==> src/rtl/mem_arbiter.sv <==
// mem_arbiter: shares one fixed-latency memory between the CPU fetch port (i_*) and data port (d_*).
// Define ARB_ROUND_ROBIN_EN to alternate priority on conflicts instead of fixed data-over-fetch priority.
module mem_arbiter #(
    parameter int WORD_SIZE = 16,
    parameter int LATENCY   = 2
) (
    input  logic                 clk,
    input  logic                 reset,
    input  logic                 i_req,
    input  logic [WORD_SIZE-1:0] i_address,
    output logic [WORD_SIZE-1:0] i_rdata,
    output logic                 i_ack,
    input  logic                 d_req,
    input  logic                 d_we,
    input  logic [WORD_SIZE-1:0] d_address,
    input  logic [WORD_SIZE-1:0] d_wdata,
    output logic [WORD_SIZE-1:0] d_rdata,
    output logic                 d_ack,
    output logic                 m_readM,
    output logic                 m_writeM,
    output logic [WORD_SIZE-1:0] m_address,
    output logic [WORD_SIZE-1:0] m_wdata,
    input  logic [WORD_SIZE-1:0] m_rdata,
    output logic                 grant_d
);

    typedef enum logic [1:0] {
        IDLE,
        ACCESS,
        ACK
    } state_e;

    state_e               state_q,   state_d;
    logic [3:0]           cnt_q,     cnt_d;
    logic                 grantD_q,  grantD_d;
    logic                 mReadM_q,  mReadM_d;
    logic                 mWriteM_q, mWriteM_d;
    logic [WORD_SIZE-1:0] mAddress_q, mAddress_d;
    logic [WORD_SIZE-1:0] mWdata_q,  mWdata_d;
    logic [WORD_SIZE-1:0] iRdata_q,  iRdata_d;
    logic [WORD_SIZE-1:0] dRdata_q,  dRdata_d;
    logic                 iAck_q,    iAck_d;
    logic                 dAck_q,    dAck_d;
    logic                 pickD;
`ifdef ARB_ROUND_ROBIN_EN
    logic                 lastD_q,   lastD_d;
`endif

    // On a conflict the data port wins, unless round-robin says it was served last.
    always_comb begin
`ifdef ARB_ROUND_ROBIN_EN
        pickD = d_req && (!i_req || !lastD_q);
`else
        pickD = d_req;
`endif
    end

    always_comb begin
        state_d    = state_q;
        cnt_d      = cnt_q;
        grantD_d   = grantD_q;
        mReadM_d   = mReadM_q;
        mWriteM_d  = mWriteM_q;
        mAddress_d = mAddress_q;
        mWdata_d   = mWdata_q;
        iRdata_d   = iRdata_q;
        dRdata_d   = dRdata_q;
        iAck_d     = 1'b0;
        dAck_d     = 1'b0;
`ifdef ARB_ROUND_ROBIN_EN
        lastD_d    = lastD_q;
`endif
        case (state_q)
            IDLE: begin
                if (i_req || d_req) begin
                    state_d  = ACCESS;
                    cnt_d    = 4'(LATENCY);
                    grantD_d = pickD;
`ifdef ARB_ROUND_ROBIN_EN
                    lastD_d  = pickD;
`endif
                    if (pickD) begin
                        mAddress_d = d_address;
                        mWdata_d   = d_wdata;
                        mReadM_d   = !d_we;
                        mWriteM_d  = d_we;
                    end else begin
                        mAddress_d = i_address;
                        mReadM_d   = 1'b1;
                        mWriteM_d  = 1'b0;
                    end
                end
            end
            ACCESS: begin
                if (cnt_q == 4'd1) begin
                    state_d   = ACK;
                    mReadM_d  = 1'b0;
                    mWriteM_d = 1'b0;
                    // Read data is only meaningful on the last strobe cycle; writes leave rdata untouched.
                    if (mReadM_q) begin
                        if (grantD_q) dRdata_d = m_rdata;
                        else          iRdata_d = m_rdata;
                    end
                    if (grantD_q) dAck_d = 1'b1;
                    else          iAck_d = 1'b1;
                end else begin
                    cnt_d = cnt_q - 4'd1;
                end
            end
            ACK: begin
                state_d = IDLE;
            end
            default: begin
                state_d = IDLE;
            end
        endcase
    end

    always_ff @(posedge clk or posedge reset) begin
        if (reset) begin
            state_q    <= IDLE;
            cnt_q      <= 4'd0;
            grantD_q   <= 1'b0;
            mReadM_q   <= 1'b0;
            mWriteM_q  <= 1'b0;
            mAddress_q <= '0;
            mWdata_q   <= '0;
            iRdata_q   <= '0;
            dRdata_q   <= '0;
            iAck_q     <= 1'b0;
            dAck_q     <= 1'b0;
`ifdef ARB_ROUND_ROBIN_EN
            lastD_q    <= 1'b0;
`endif
        end else begin
            state_q    <= state_d;
            cnt_q      <= cnt_d;
            grantD_q   <= grantD_d;
            mReadM_q   <= mReadM_d;
            mWriteM_q  <= mWriteM_d;
            mAddress_q <= mAddress_d;
            mWdata_q   <= mWdata_d;
            iRdata_q   <= iRdata_d;
            dRdata_q   <= dRdata_d;
            iAck_q     <= iAck_d;
            dAck_q     <= dAck_d;
`ifdef ARB_ROUND_ROBIN_EN
            lastD_q    <= lastD_d;
`endif
        end
    end

    assign i_rdata   = iRdata_q;
    assign i_ack     = iAck_q;
    assign d_rdata   = dRdata_q;
    assign d_ack     = dAck_q;
    assign m_readM   = mReadM_q;
    assign m_writeM  = mWriteM_q;
    assign m_address = mAddress_q;
    assign m_wdata   = mWdata_q;
    assign grant_d   = grantD_q;

endmodule

==> config.mk <==
export PLATFORM = sky130hd
export DESIGN_NAME = mem_arbiter
export DESIGN_NICKNAME = d
export VERILOG_FILES = /design/src/rtl/mem_arbiter.sv
export SDC_FILE = /design/constraint.sdc
export NUM_CORES = 1
export LEC_CHECK = 0
export ABC_AREA = 1
export CELL_PAD_IN_SITES_DETAIL_PLACEMENT = 1
export CELL_PAD_IN_SITES_GLOBAL_PLACEMENT = 1
export CORE_ASPECT_RATIO = 0.75
export CORE_MARGIN = 2
export CORE_UTILIZATION = 28
export CTS_BUF_LIST = sky130_fd_sc_hd__clkbuf_4
export DETAILED_ROUTE_END_ITERATION = 16
export GPL_TIMING_DRIVEN = 0
export PLACE_DENSITY_LB_ADDON = 0.1
export SYNTH_ARGS = -nofsm -noshare
export SYNTH_HDL_FRONTEND = slang
export SYNTH_SLANG_ARGS = --single-unit
export TNS_END_PERCENT = 1
==> constraint.sdc <==
create_clock -name clk -period 2.4 [get_ports clk]
set_clock_uncertainty 0.1 [all_clocks]
set_input_delay 0.36 -clock clk [delete_from_list [all_inputs] [get_ports clk]]
set_output_delay 0.36 -clock clk [all_outputs]
set_load 0.05 [all_outputs]
Word level (Yosys, flattened, before mapping). Index checks and enable logic that the tools add are counted.

Eq/ne operators: 5. $add $sub $neg: 1. Reduce and logical (&&, ||, !) cells: 11. Bitwise gates (word level): 1. Multiplexer cells: 20.

Operators with widths (number): 16-bit 2-to-1 mux (1); 1-bit 2-to-1 mux (11); 3-bit AND reduction (3); 4-bit 2-to-1 mux (2); 4-bit case mux with 2 select lines (1); 4-bit AND reduction (2); 2-bit inequality test (second input constant) (3); 4-bit by 1-bit equality test with 1-bit output (second input constant) (1); 2-bit 2-to-1 mux (2); 1-bit case mux with 2 select lines (2); 2-bit case mux with 2 select lines (1); 2-bit AND reduction (2); 4-bit by 1-bit subtractor with 4-bit output (second input constant) (1); 2-bit by 1-bit equality test with 1-bit output (second input constant) (1); 2-bit logical NOT (1); 2-bit nonzero test (1); 1-bit logical NOT (1); 1-bit logical OR (1); 1-bit NOT (1).

Word-level logic and storage cells: 49. Input port bits: 69. Output and inout port bits: 69. Flip-flop bits (word level): 75.

Longest topological paths before layout.
Depth in word-level cells: 4. Gate-level depth with buffers: 8. Gate-level depth less buffers: 7.

Worst setup path before layout. No wires, ideal clock.

Path kind: register to register. From: register grantD_q, in the netlist grant_d. To: register dRdata_q[1], in the netlist d_rdata[1]. Path slack: 0.844 ns. Arrival time: 1.336 ns. Clock period less this slack: 1.556 ns. Buffers on the path: 1. Stages on the path, launching flop included: 7. Required time: 2.180 ns. Setup time: 0.120 ns. Cells stage by stage: dfrtp_1 > inv_1 > nor3_2 > nand2_2 > buf_6 > nand2_1 > o21ai_2.

Word-level cells in the longest chain between the ends: 1.

RTL lines: from (decl) (line 35) `logic grantD_q, grantD_d;`; from (signal assigned) (line 138) `grantD_q <= grantD_d;`; 4-bit AND reduction (no source line); to (signal assigned) (line 144) `dRdata_q <= dRdata_d;`; to (decl) (line 41) `logic [WORD_SIZE-1:0] dRdata_q, dRdata_d;`.

Every way passes these cells. A chain may end at the register's enable or synchronous reset.

Final worst setup path.
From: register grantD_q, in the netlist grant_d. To: output grant_d.

RTL lines: to (decl) (line 24) `output logic grant_d`.

No word-level cell between the ends.

==> key figures <==
Run status
  • Status: complete, no violations

Clocking
  • H-tree levels: 3
  • TritonCTS buffer count: 9
  • Worst-path clk slew: 120 ps
  • Max clock buf depth: 2
  • Clock Sinks: 75
  • Hold buffer count at cts: 0
  • Root buffer cell: clkbuf_4
  • Clock Latency Late Sink: 430 ps
  • Resize count post-CTS: 0
  • CTS tree: yes
  • Setup Buffers After CTS: 0

Min path
  • Worst min path class: in2reg
  • WHS Endpoint: m_address[13]$_DFFE_PP0P_
  • Worst hold start: d_req
  • Hold depth: 4

Pwr
  • Net Sw Frac: 0.4959
  • Int Power: 3.887 mW
  • Flop pwr share: 0.286
  • PwrDens: 1561 mW/mm2
  • Net Sw Power: 3.824 mW
  • Comb pwr share: 0.588
  • Clk pwr share: 0.126
  • Leakage: about 2.4 nW
  • VDD IR max: 0.0006132 V

Timing
  • Final period utilization: 0.9315
  • RSZ-0062 raised after global routing: no
  • Slew Limit Fails: 0
  • Final setup fails: 0
  • Rel. slew slack: 0.6306
  • Post-Route Setup TNS: 0 ps
  • Worst Hold Margin: 150.1 ps
  • Worst slew pin tran: 552.4 ps
  • Final hold vios: 0
  • Achievable Freq: 447.3 MHz
  • Min Tclk post-route: 2236 ps

Yosys
  • Largest cells by area after synthesis: dfrtp_1 59%, nand2_1 15%, o21ai_0 4.9%
  • Post-synthesis sequential area ratio: 0.5878
  • Synthesized flop and latch total: 75
  • Top-area cell type share of the netlist area: 0.5878
  • FFs w/ async S/R, synth: 1.000
  • Primary FF master, synth: dfrtp_1
  • Commonest cells in the synthesized netlist: 124 x nand2_1, 75 x dfrtp_1, 40 x inv_1
  • Syn_area_per_cell: 9.149 um2
  • Yosys warns: 0
  • Synthesized area: 0.003193 mm2
  • Syn nets: 420
  • Cell with the most instances after synthesis: nand2_1
  • Synth area leader: dfrtp_1
  • Mapped Cells: 349
  • EDFF count, synth: 0
  • Distinct cells, synth: 24

Detailed routing
  • Number of DRC markers in iteration 0: 83
  • Post-route ant nets: 0
  • Vias per cell: 4.399
  • Total Routed Length: 9377 um
  • DRC: 0
  • Via Count: 2824
  • DRT Pass-1 Iters: 4
  • Routed len/inst: 14.61 um

Worst setup path
  • CP max stage cell: clkdlybuf4s50_1
  • Reg2Reg Depth: 8
  • Cell chain of the critical path: clkdlybuf4s50_1
  • Critical Path AT: 1780 ps
  • WP buf/inv: 1
  • Reg2Reg Capture Point: i_rdata[13]$_DFFE_PP0P_
  • Maximum fanout along the worst path: 5
  • R2R setup slack: 870 ps
  • WP data required: just under 2000 ps
  • Crit path max-delay family: buffers and inverters
  • CP peak stage delay: 870 ps
  • CP Launch Type: flip-flop
  • Worst Path Class, Setup: reg2out
  • Critical Path End Type: output pin
  • Worst r2r src: cnt_q[1]$_DFFE_PP0P_

GRT
  • Largest net degree at the start of global routing: 50
  • GR Util met3: 0.07324
  • Grt total ovfl: 0
  • Global-route wire length before repair: 15130 um
  • Total Routing Usage GR: 0.1599
  • Vias in the first global route: between 3000 and 4000
  • Met1 GRT Util: 0.1990
  • Met2 GRT Util: 0.2531
  • Initial antenna violation count: 0
  • GRT busiest layer: met2

Floorplan
  • Core ar.: between 0.01 and 0.015 mm2
  • Die W: 127.3 um
  • Starting Density: 0.2896
  • Overall die area: 0.01228 mm2
  • IO Pins: ~140
  • FP Rows: 33
  • Die H: 96.48 um

Layout
  • Layout cells sized above 1: 0.09960
  • # diodes: 0
  • Fin nets: 568
  • Final-layout fill cell count: 1262
  • Area grow syn2layout: 54.66%
  • Fin area: 0.004938 mm2

Flow run
  • MaxCap Viol Count: 0

Place
  • Port Buffers: 136
  • Final weighted congestion in routability-driven placement: 0.7700
  • Area post-placement: approximately 0.0048 mm2
  • Hpwl dp: 7161 um
[area by class of cell]
cell class | instances | area, um2 | share of cell area
Clock inverter | 6 | 103.9 | 0.02103
Multi-Input combinational cell | 216 | 1017 | 0.2060
Tap cell | 140 | 175.2 | 0.03547
Sequential cell | 75 | 1877 | 0.3800
Buffer | 15 | 137.6 | 0.02787
Inverter | 43 | 163.9 | 0.03319
Timing Repair Buffer | 137 | 1389 | 0.2812
Clock buffer | 10 | 75.07 | 0.01520
[worst max-delay path by stage]
stage | startpoint | end | slack [ps] | depth (start not counted)
floorplan | reset | cnt_q[0]$_DFFE_PP0P_ | 30 | 1
global placement | reset | d_ack$_DFF_PP0_ | -1390 | 2
detailed placement | grant_d$_DFFE_PP0P_ | grant_d | 630 | 1
CTS | grant_d$_DFFE_PP0P_ | grant_d | 120 | 1
global route | grant_d$_DFFE_PP0P_ | grant_d | 100 | 1
finish | grant_d$_DFFE_PP0P_ | grant_d | 160 | 1
[cell families after synthesis]
family | count (synthesis) | synth area share
AND/OR/NAND/NOR | 144 | 0.1850
flip-flops | 75 | 0.5878
AO/OA/AOI/OAI | 69 | 0.1230
buffers and inverters | 58 | 0.09365
adder cells (fa/ha/maj) | 2 | 0.007836
XOR/XNOR | 1 | 0.002743
[per-stage QoR]
stage               worst slack [ps]  instances  utilization  power [mW]
floorplan                      30.02        349            -       5.171
global placement               -1392        625       0.4290       6.724
detailed placement             626.0        626       0.4317       6.822
CTS                            120.0        642       0.4480       7.832
global route                   95.38        642       0.4480       8.184
finish                         164.5        642       0.4480       7.711
[flip-flops by register name (all words and copies together) (netlist names)]
register and cells:
m_readM 1, m_address 16, d_ack 1, m_writeM 1
i_rdata 16, grant_d 1, cnt_q 4, d_rdata 16
state_q 2, i_ack 1, m_wdata 16
[power groups by stage]
stage | registers (mW) | clock network [mW] | logic [mW]
2_1_floorplan | 4.14 | 0 | 1.03
3_3_place_gp | 2.21 | 0 | 4.51
3_5_place_dp | 2.23 | 0 | 4.59
4_1_cts | 2.21 | 1.02 | 4.60
5_1_grt | 2.29 | 1.07 | 4.83
6_report | 2.20 | 0.973 | 4.53
[routing by layer]
metal / vias up / wire (um)
li1: 1384 / -
met1: 1349 / 4346
met2: 82 / 4167
met3: 9 / 766
met4: 0 / 96
met5: - / 0
[cells in the final DEF (no fill, tap or decap), drive strengths merged]
master,Yosys,final
a21boi,1,1
buf,13,14
bufinv,0,3
clkbuf,2,12
clkdlybuf4s50,0,136
clkinv,0,3
dfrtp,75,75
ha,2,2
inv,43,43
nand2,128,128
nand3,5,5
nand4,1,1
nor2,9,9
nor3,1,1
o21ai,68,68
xor2,1,1
Note: power is estimated with default switching activity, not from simulation.
